$ cat config.mk
export PLATFORM = sky130hd
export DESIGN_NAME = axi4_arch_sender_flat
export DESIGN_NICKNAME = d
export VERILOG_FILES = /design/src/rtl/axi4_arch_sender_pkg.sv /design/src/rtl/axi4_arch_sender_if.sv /design/src/rtl/axi4_arch_sender.sv /design/src/flat_wrapper.sv
export SDC_FILE = /design/constraint.sdc
export NUM_CORES = 1
export LEC_CHECK = 0
export ABC_AREA = 1
export CORE_MARGIN = 3
export CORE_UTILIZATION = 43
export CTS_BUF_LIST = sky130_fd_sc_hd__clkbuf_16
export DETAILED_ROUTE_END_ITERATION = 12
export GPL_ROUTABILITY_DRIVEN = 0
export GPL_TIMING_DRIVEN = 0
export HOLD_SLACK_MARGIN = 0.08
export PLACE_DENSITY_LB_ADDON = 0.05
export SLEW_MARGIN = 15
export SYNTH_ARGS = -nofsm -noshare
export SYNTH_HDL_FRONTEND = slang
export SYNTH_SLANG_ARGS = --single-unit
$ cat constraint.sdc
create_clock -name axi4_aclk -period 1.7 [get_ports axi4_aclk]
set_input_delay 0.17 -clock axi4_aclk [delete_from_list [all_inputs] [get_ports axi4_aclk]]
set_output_delay 0.17 -clock axi4_aclk [all_outputs]
set_load 0.1 [all_outputs]
$ cat src/rtl/axi4_arch_sender_pkg.sv
// rtl/axi4_arch_sender_pkg.sv - shared types and constants for the read-address sender
package axi4_arch_sender_pkg;

  localparam int DROP_CNT_WIDTH = 16;

  typedef enum logic [1:0] {
    ST_IDLE    = 2'd0,
    ST_FORWARD = 2'd1,
    ST_DROP    = 2'd2
  } ar_state_e;

  // A lookup decision drops unless it explicitly accepts; an explicit drop always wins.
  function automatic logic is_drop_decision(input logic accept, input logic drop);
    return drop | ~accept;
  endfunction

endpackage

$ cat src/rtl/axi4_arch_sender_if.sv
// rtl/axi4_arch_sender_if.sv - upstream and downstream AR channel bundle
interface axi4_arch_sender_if #(
  parameter int C_AXI_ADDR_WIDTH = 32,
  parameter int C_AXI_ID_WIDTH   = 4,
  parameter int C_AXI_USER_WIDTH = 4
);

  logic [C_AXI_ID_WIDTH-1:0]   s_axi4_arid;
  logic [7:0]                  s_axi4_arlen;
  logic [2:0]                  s_axi4_arsize;
  logic [1:0]                  s_axi4_arburst;
  logic                        s_axi4_arlock;
  logic [3:0]                  s_axi4_arcache;
  logic [2:0]                  s_axi4_arprot;
  logic [C_AXI_USER_WIDTH-1:0] s_axi4_aruser;
  logic                        s_axi4_arvalid;
  logic                        s_axi4_arready;

  logic [C_AXI_ID_WIDTH-1:0]   m_axi4_arid;
  logic [C_AXI_ADDR_WIDTH-1:0] m_axi4_araddr;
  logic [7:0]                  m_axi4_arlen;
  logic [2:0]                  m_axi4_arsize;
  logic [1:0]                  m_axi4_arburst;
  logic                        m_axi4_arlock;
  logic [3:0]                  m_axi4_arcache;
  logic [2:0]                  m_axi4_arprot;
  logic [C_AXI_USER_WIDTH-1:0] m_axi4_aruser;
  logic                        m_axi4_arvalid;
  logic                        m_axi4_arready;

  // Sender view: consumes the upstream AR channel, drives the downstream AR channel.
  modport master (
    input  s_axi4_arid, s_axi4_arlen, s_axi4_arsize, s_axi4_arburst, s_axi4_arlock,
           s_axi4_arcache, s_axi4_arprot, s_axi4_aruser, s_axi4_arvalid,
    output s_axi4_arready,
    output m_axi4_arid, m_axi4_araddr, m_axi4_arlen, m_axi4_arsize, m_axi4_arburst,
           m_axi4_arlock, m_axi4_arcache, m_axi4_arprot, m_axi4_aruser, m_axi4_arvalid,
    input  m_axi4_arready
  );

  // Environment view: upstream requester and downstream responder.
  modport slave (
    output s_axi4_arid, s_axi4_arlen, s_axi4_arsize, s_axi4_arburst, s_axi4_arlock,
           s_axi4_arcache, s_axi4_arprot, s_axi4_aruser, s_axi4_arvalid,
    input  s_axi4_arready,
    input  m_axi4_arid, m_axi4_araddr, m_axi4_arlen, m_axi4_arsize, m_axi4_arburst,
           m_axi4_arlock, m_axi4_arcache, m_axi4_arprot, m_axi4_aruser, m_axi4_arvalid,
    output m_axi4_arready
  );

endinterface

$ cat src/rtl/axi4_arch_sender.sv
// rtl/axi4_arch_sender.sv - forwards or drops read-address requests after the address lookup
module axi4_arch_sender
  import axi4_arch_sender_pkg::*;
#(
  parameter int C_AXI_ADDR_WIDTH = 32,
  parameter int C_AXI_ID_WIDTH   = 4,
  parameter int C_AXI_USER_WIDTH = 4
) (
  input  logic                        axi4_aclk,
  input  logic                        axi4_arstn,
  axi4_arch_sender_if.master          ar_bus,
  input  logic                        l1_done,
  input  logic                        l1_accept,
  input  logic                        l1_drop,
  input  logic [C_AXI_ADDR_WIDTH-1:0] l1_addr,
  output logic [C_AXI_ID_WIDTH-1:0]   trans_id,
  output logic                        trans_drop,
  output logic [DROP_CNT_WIDTH-1:0]   drop_cnt
);

  ar_state_e state_q, state_d;
  logic      slot_free;
  logic      take;
  logic      take_drop;
  logic      take_fwd;

  logic [C_AXI_ID_WIDTH-1:0]   m_arid_q;
  logic [C_AXI_ADDR_WIDTH-1:0] m_araddr_q;
  logic [7:0]                  m_arlen_q;
  logic [2:0]                  m_arsize_q;
  logic [1:0]                  m_arburst_q;
  logic                        m_arlock_q;
  logic [3:0]                  m_arcache_q;
  logic [2:0]                  m_arprot_q;
  logic [C_AXI_USER_WIDTH-1:0] m_aruser_q;

  // State register; reset discards any pending forward without a handshake.
  always_ff @(posedge axi4_aclk or negedge axi4_arstn) begin
    if (!axi4_arstn) state_q <= ST_IDLE;
    else             state_q <= state_d;
  end

  // Acceptance and next state; a forward slot frees up in the same cycle it drains.
  always_comb begin
    state_d   = state_q;
    slot_free = 1'b1;
    if (state_q == ST_FORWARD) slot_free = ar_bus.m_axi4_arready;
    take      = axi4_arstn & l1_done & ar_bus.s_axi4_arvalid & slot_free;
    take_drop = take & is_drop_decision(l1_accept, l1_drop);
    take_fwd  = take & ~take_drop;
    if (take_drop)                                          state_d = ST_DROP;
    else if (take_fwd)                                      state_d = ST_FORWARD;
    else if (state_q == ST_FORWARD && !ar_bus.m_axi4_arready) state_d = ST_FORWARD;
    else                                                    state_d = ST_IDLE;
  end

  assign ar_bus.s_axi4_arready = take;
  assign ar_bus.m_axi4_arvalid = (state_q == ST_FORWARD);
  assign trans_drop            = (state_q == ST_DROP);

  // Downstream AR payload; only reloaded on a forward acceptance, so it holds under backpressure.
  always_ff @(posedge axi4_aclk or negedge axi4_arstn) begin
    if (!axi4_arstn) begin
      m_arid_q    <= '0;
      m_araddr_q  <= '0;
      m_arlen_q   <= '0;
      m_arsize_q  <= '0;
      m_arburst_q <= '0;
      m_arlock_q  <= 1'b0;
      m_arcache_q <= '0;
      m_arprot_q  <= '0;
      m_aruser_q  <= '0;
    end else if (take_fwd) begin
      m_arid_q    <= ar_bus.s_axi4_arid;
      m_araddr_q  <= l1_addr;
      m_arlen_q   <= ar_bus.s_axi4_arlen;
      m_arsize_q  <= ar_bus.s_axi4_arsize;
      m_arburst_q <= ar_bus.s_axi4_arburst;
      m_arlock_q  <= ar_bus.s_axi4_arlock;
      m_arcache_q <= ar_bus.s_axi4_arcache;
      m_arprot_q  <= ar_bus.s_axi4_arprot;
      m_aruser_q  <= ar_bus.s_axi4_aruser;
    end
  end

  assign ar_bus.m_axi4_arid    = m_arid_q;
  assign ar_bus.m_axi4_araddr  = m_araddr_q;
  assign ar_bus.m_axi4_arlen   = m_arlen_q;
  assign ar_bus.m_axi4_arsize  = m_arsize_q;
  assign ar_bus.m_axi4_arburst = m_arburst_q;
  assign ar_bus.m_axi4_arlock  = m_arlock_q;
  assign ar_bus.m_axi4_arcache = m_arcache_q;
  assign ar_bus.m_axi4_arprot  = m_arprot_q;
  assign ar_bus.m_axi4_aruser  = m_aruser_q;

  // Drop ID for the response sender; holds its last value between pulses.
  always_ff @(posedge axi4_aclk or negedge axi4_arstn) begin
    if (!axi4_arstn)    trans_id <= '0;
    else if (take_drop) trans_id <= ar_bus.s_axi4_arid;
  end

  // Saturating count of drop pulses.
  always_ff @(posedge axi4_aclk or negedge axi4_arstn) begin
    if (!axi4_arstn)                      drop_cnt <= '0;
    else if (trans_drop && drop_cnt != '1) drop_cnt <= drop_cnt + DROP_CNT_WIDTH'(1);
  end

endmodule

$ cat src/flat_wrapper.sv
// flat-port wrapper written by rule: the top's interface ports become plain ports
module axi4_arch_sender_flat import axi4_arch_sender_pkg::*;
#(
  parameter int C_AXI_ADDR_WIDTH = 32,
  parameter int C_AXI_ID_WIDTH   = 4,
  parameter int C_AXI_USER_WIDTH = 4
)
  (axi4_aclk, axi4_arstn, l1_done, l1_accept, l1_drop, l1_addr, trans_id, trans_drop, drop_cnt, ar_bus_s_axi4_arid, ar_bus_s_axi4_arlen, ar_bus_s_axi4_arsize, ar_bus_s_axi4_arburst, ar_bus_s_axi4_arlock, ar_bus_s_axi4_arcache, ar_bus_s_axi4_arprot, ar_bus_s_axi4_aruser, ar_bus_s_axi4_arvalid, ar_bus_s_axi4_arready, ar_bus_m_axi4_arid, ar_bus_m_axi4_araddr, ar_bus_m_axi4_arlen, ar_bus_m_axi4_arsize, ar_bus_m_axi4_arburst, ar_bus_m_axi4_arlock, ar_bus_m_axi4_arcache, ar_bus_m_axi4_arprot, ar_bus_m_axi4_aruser, ar_bus_m_axi4_arvalid, ar_bus_m_axi4_arready);
  axi4_arch_sender_if #(.C_AXI_ADDR_WIDTH(C_AXI_ADDR_WIDTH), .C_AXI_ID_WIDTH(C_AXI_ID_WIDTH), .C_AXI_USER_WIDTH(C_AXI_USER_WIDTH)) ar_bus_i ();
  input  logic axi4_aclk;
  input  logic axi4_arstn;
  input  logic l1_done;
  input  logic l1_accept;
  input  logic l1_drop;
  input  logic [C_AXI_ADDR_WIDTH-1:0] l1_addr;
  output logic [C_AXI_ID_WIDTH-1:0] trans_id;
  output logic trans_drop;
  output logic [DROP_CNT_WIDTH-1:0] drop_cnt;
  input wire logic [$bits(ar_bus_i.s_axi4_arid)-1:0] ar_bus_s_axi4_arid;
  input wire logic [$bits(ar_bus_i.s_axi4_arlen)-1:0] ar_bus_s_axi4_arlen;
  input wire logic [$bits(ar_bus_i.s_axi4_arsize)-1:0] ar_bus_s_axi4_arsize;
  input wire logic [$bits(ar_bus_i.s_axi4_arburst)-1:0] ar_bus_s_axi4_arburst;
  input wire logic [$bits(ar_bus_i.s_axi4_arlock)-1:0] ar_bus_s_axi4_arlock;
  input wire logic [$bits(ar_bus_i.s_axi4_arcache)-1:0] ar_bus_s_axi4_arcache;
  input wire logic [$bits(ar_bus_i.s_axi4_arprot)-1:0] ar_bus_s_axi4_arprot;
  input wire logic [$bits(ar_bus_i.s_axi4_aruser)-1:0] ar_bus_s_axi4_aruser;
  input wire logic [$bits(ar_bus_i.s_axi4_arvalid)-1:0] ar_bus_s_axi4_arvalid;
  output wire logic [$bits(ar_bus_i.s_axi4_arready)-1:0] ar_bus_s_axi4_arready;
  output wire logic [$bits(ar_bus_i.m_axi4_arid)-1:0] ar_bus_m_axi4_arid;
  output wire logic [$bits(ar_bus_i.m_axi4_araddr)-1:0] ar_bus_m_axi4_araddr;
  output wire logic [$bits(ar_bus_i.m_axi4_arlen)-1:0] ar_bus_m_axi4_arlen;
  output wire logic [$bits(ar_bus_i.m_axi4_arsize)-1:0] ar_bus_m_axi4_arsize;
  output wire logic [$bits(ar_bus_i.m_axi4_arburst)-1:0] ar_bus_m_axi4_arburst;
  output wire logic [$bits(ar_bus_i.m_axi4_arlock)-1:0] ar_bus_m_axi4_arlock;
  output wire logic [$bits(ar_bus_i.m_axi4_arcache)-1:0] ar_bus_m_axi4_arcache;
  output wire logic [$bits(ar_bus_i.m_axi4_arprot)-1:0] ar_bus_m_axi4_arprot;
  output wire logic [$bits(ar_bus_i.m_axi4_aruser)-1:0] ar_bus_m_axi4_aruser;
  output wire logic [$bits(ar_bus_i.m_axi4_arvalid)-1:0] ar_bus_m_axi4_arvalid;
  input wire logic [$bits(ar_bus_i.m_axi4_arready)-1:0] ar_bus_m_axi4_arready;
  assign ar_bus_i.s_axi4_arid = ar_bus_s_axi4_arid;
  assign ar_bus_i.s_axi4_arlen = ar_bus_s_axi4_arlen;
  assign ar_bus_i.s_axi4_arsize = ar_bus_s_axi4_arsize;
  assign ar_bus_i.s_axi4_arburst = ar_bus_s_axi4_arburst;
  assign ar_bus_i.s_axi4_arlock = ar_bus_s_axi4_arlock;
  assign ar_bus_i.s_axi4_arcache = ar_bus_s_axi4_arcache;
  assign ar_bus_i.s_axi4_arprot = ar_bus_s_axi4_arprot;
  assign ar_bus_i.s_axi4_aruser = ar_bus_s_axi4_aruser;
  assign ar_bus_i.s_axi4_arvalid = ar_bus_s_axi4_arvalid;
  assign ar_bus_s_axi4_arready = ar_bus_i.s_axi4_arready;
  assign ar_bus_m_axi4_arid = ar_bus_i.m_axi4_arid;
  assign ar_bus_m_axi4_araddr = ar_bus_i.m_axi4_araddr;
  assign ar_bus_m_axi4_arlen = ar_bus_i.m_axi4_arlen;
  assign ar_bus_m_axi4_arsize = ar_bus_i.m_axi4_arsize;
  assign ar_bus_m_axi4_arburst = ar_bus_i.m_axi4_arburst;
  assign ar_bus_m_axi4_arlock = ar_bus_i.m_axi4_arlock;
  assign ar_bus_m_axi4_arcache = ar_bus_i.m_axi4_arcache;
  assign ar_bus_m_axi4_arprot = ar_bus_i.m_axi4_arprot;
  assign ar_bus_m_axi4_aruser = ar_bus_i.m_axi4_aruser;
  assign ar_bus_m_axi4_arvalid = ar_bus_i.m_axi4_arvalid;
  assign ar_bus_i.m_axi4_arready = ar_bus_m_axi4_arready;
  axi4_arch_sender #(.C_AXI_ADDR_WIDTH(C_AXI_ADDR_WIDTH), .C_AXI_ID_WIDTH(C_AXI_ID_WIDTH), .C_AXI_USER_WIDTH(C_AXI_USER_WIDTH)) u_core (.axi4_aclk(axi4_aclk), .axi4_arstn(axi4_arstn), .ar_bus(ar_bus_i), .l1_done(l1_done), .l1_accept(l1_accept), .l1_drop(l1_drop), .l1_addr(l1_addr), .trans_id(trans_id), .trans_drop(trans_drop), .drop_cnt(drop_cnt));
endmodule
==> results.toml <==
[timing]
min_period_ps = 1690
setup_viol = 0
drv_slew = 0
worst_pin_slew_ps = 963
slew_headroom_pct = 36.1
fmax_mhz = 593
skew_ps = 6.64
timing.hold.ws_ps = 396
timing.final.crit_share_pct = 99.1
rsz0062_at_grt = "true"
hold_violations = 0

[logic_synthesis]
synth-xor-area-share_pct = 0.954
synth_top_family_by_area = "simple AND/OR/NAND/NOR gates"
synth-simple-area-share_pct = 35.6
synth_fa_ha_area_share_pct = 0.341
synth-compound-area-share_pct = 1.67
seq_area_frac_synth_pct = 56.6
ys_seq_elements = 83
syn_avg_cell_area_um2 = 8.35
synth_cell_types = 26
synth.mux.area_fraction_pct = 0
netlist_area_um2 = 3670
yosysWarnings = 0
synthCells = 440
syn_nets = 509

[clock_tree]
cts_buffers = 9
tritoncts = "done"
clockBufferDepth = 2
clkTransAtPathRegs_ps = 60
cts_root_buffer = "clkbuf_16"
cts_max_level = 3
numClockSinks = 83
clock_latency_ps = 320

[drt]
wl_met2_um = 4950
drc = 0
drt-met1-wl_um = 4250
top_layer = "met4"
routedWlPerCell_um = 14.2
dr.pass1.iters = 4
routed_wl_um = 10200
met3_length_um = 818
vias_per_cell = 4.87
drtAntennaViolNets = 0
vias = 3499
drt_first_iter_violations = 140

[layout]
finish.utilization_pct = 69.1
fin_nets = 678
fin_area_um2 = 5710
layoutNonFillerInstCount = 719
antennaDiodeCount = 0
area_growth_pct = 55.4
drive_above_1_share_pct = 25.1

[power_and_ir_drop]
p_sw_share_pct = 49.2
leakagePower_nw = 2.84
p_clk_share_pct = 24.1
power_density_nw_per_um2 = 1480
max-vdd-ir-drop_v = 0.000995
switchingPower_mw = 4.17
seqPwrFrac_pct = 30.5
power_frac_comb_pct = 45.4
p_int_mw = 4.30

[critical_path]
r2r-end = "u_core.drop_cnt[3]"
crit_path_end = "ar_bus_m_axi4_araddr[2]"
crit_family = "buffers and inverters"
cp.required_ps = 1530
startpoint = "u_core.ar_bus.m_axi4_araddr[2]"
r2r-start = "u_core.drop_cnt[0]"
end_kind = "primary output"
crit_chain = "clkdlybuf4s15_1"
reg2reg_slack_ps = 80
cp_slowest_stage_delay_ps = 830
cpMaxStageDelayCell = "clkdlybuf4s15_1"
worstSetupPathType = "flop to primary output"
cp_num_buf_inv = 1
arrival_ps = 1520
crit_fanout = 2
critical_path_cell_count = 1
startpoint_type = "flop"
ff2ff_path_depth = 9

[grt]
antenna_found_initial = 0
grt_use_total_pct = 21.0
grt.overflow.total = 0
grt_pass1_wl_um = 16600
grt_max_degree = 46
grt_pass1_vias = 3532

[placed_design]
dp.final_hpwl_um = 7250
placed_cell_area_um2 = 5410
dpl.cell_count = 697
io_buffer_count = 151

[worst_hold_path]
min_path_type = "primary input to flop"

[run_status]
status = "finished clean"

[die]
io_pins = 152
rows = 33
die_w_um = 98.4
core_um2 = 8260
fp.dieArea_um2 = 9690
start_util_pct = 44.5
fp.dieH_um = 98.4

[job]
max_cap_violations = 0
==> registers in the layout, summed over array words and instances, names as in the netlist <==
| name | flops |
|---|---|
| u_core.state_q | 2 |
| u_core.ar_bus.m_axi4_arcache | 4 |
| u_core.ar_bus.m_axi4_arid | 4 |
| u_core.drop_cnt | 16 |
| u_core.ar_bus.m_axi4_arburst | 2 |
| u_core.ar_bus.m_axi4_arprot | 3 |
| u_core.ar_bus.m_axi4_aruser | 4 |
| u_core.trans_id | 4 |
| u_core.ar_bus.m_axi4_arlen | 8 |
| u_core.ar_bus.m_axi4_arsize | 3 |
| u_core.ar_bus.m_axi4_arlock | 1 |
| u_core.ar_bus.m_axi4_araddr | 32 |
==> Yosys cell counts <==
cell	number	area (um^2)
nand2_1	189	709
dfrtp_1	83	2080
nand3_1	67	335
nor2_1	23	86.3
inv_1	18	67.6
buf_2	13	65.1
nand2_2	6	37.5
o21ai_0	6	30.0
clkbuf_1	5	18.8
inv_2	3	11.3
nor2_2	3	18.8
nor2_4	3	33.8
o21ai_2	3	26.3
xor2_1	3	26.3
nand3b_1	2	15.0
nand4_1	2	12.5
nor3_1	2	10.0
and3_1	1	6.26
buf_1	1	3.75
buf_6	1	11.3
ha_1	1	12.5
nand2_4	1	11.3
nand4_2	1	12.5
nor2_8	1	20.0
o21ai_1	1	5.00
xnor2_1	1	8.76
==> per-layer routing <==
layer,vias up,track usage [%]
li1,1727,-
met2,110,34.1
met4,0,8.09
met1,1647,26.3
met5,-,0
met3,15,6.86
==> layout make-up <==
| type | instances | area [um^2] |
|---|---|---|
| Tap cell | 105 | 131 |
| Timing Repair Buffer | 158 | 1500 |
| Fill cell | 674 | 2550 |
| Clock inverter | 7 | 92.6 |
| Multi-Input combinational cell | 316 | 1450 |
| Sequential cell | 83 | 2110 |
| Inverter | 21 | 87.6 |
| Clock buffer | 9 | 225 |
| Buffer | 20 | 109 |
==> kinds of logic after synthesis <==
family,count (synthesis)
simple gates,301
flops,83
buf+inv,41
compound gates,10
xor+xnor,4
fa+ha+maj,1
==> placed cells by master, fill, tap and decap left out, types with 9 or more instances in the layout <==
master and instances:
clkdlybuf4s50_1 66, buf_2 13, dfrtp_1 67, inv_1 18, nor2_1 22, nand2_1 187
clkbuf_2 44, dfrtp_2 9, clkbuf_16 10, nand3_1 67, clkdlybuf4s15_2 31
==> power by group through the flow <==
stage          Combinational [mW]  Sequential (mW)  Clock, mW
4_1_cts                      3.94             2.58       2.09
3_3_place_gp                 4.05             2.60          0
5_1_grt                      4.00             2.63       2.18
2_1_floorplan               0.417             5.17          0
6_report                     3.85             2.58       2.04
3_5_place_dp                 4.09             2.60          0
==> worst min path at each step <==
stage                                               from                         endpoint  slack (ps)  cells after the start
after detailed placement                      axi4_arstn               u_core.drop_cnt[8]         190                      1
after global placement    u_core.ar_bus.m_axi4_araddr[4]   u_core.ar_bus.m_axi4_araddr[4]         450                      2
final                           ar_bus_s_axi4_arburst[1]  u_core.ar_bus.m_axi4_arburst[1]         400                      3
after global routing             ar_bus_s_axi4_aruser[2]   u_core.ar_bus.m_axi4_aruser[2]         400                      3
after floorplan                               axi4_arstn   u_core.ar_bus.m_axi4_araddr[0]        -130                      0
after CTS                                     axi4_arstn               u_core.drop_cnt[8]        -320                      1
==> what timing repair did <==
action | 4_1_cts | 5_1_grt
setup buffers | 0 | 0
hold endpoints to repair | 83 | 83
endpoints found under the setup margin | 144 | 51
cloned | 0 | 1
gates resized for setup | 207 | 55
==> through the flow <==
step | power (mW) | TNS (ps) | worst slack [ps]
3_3_place_gp | 6.65 | -450230 | -4130
3_5_place_dp | 6.69 | -30490 | -1300
5_1_grt | 8.80 | -84.4 | -63.2
2_1_floorplan | 5.59 | 0 | 6.39
4_1_cts | 8.61 | 0 | 0.387
6_report | 8.47 | 0 | 14.9
Power figures use the tool's default switching activity.
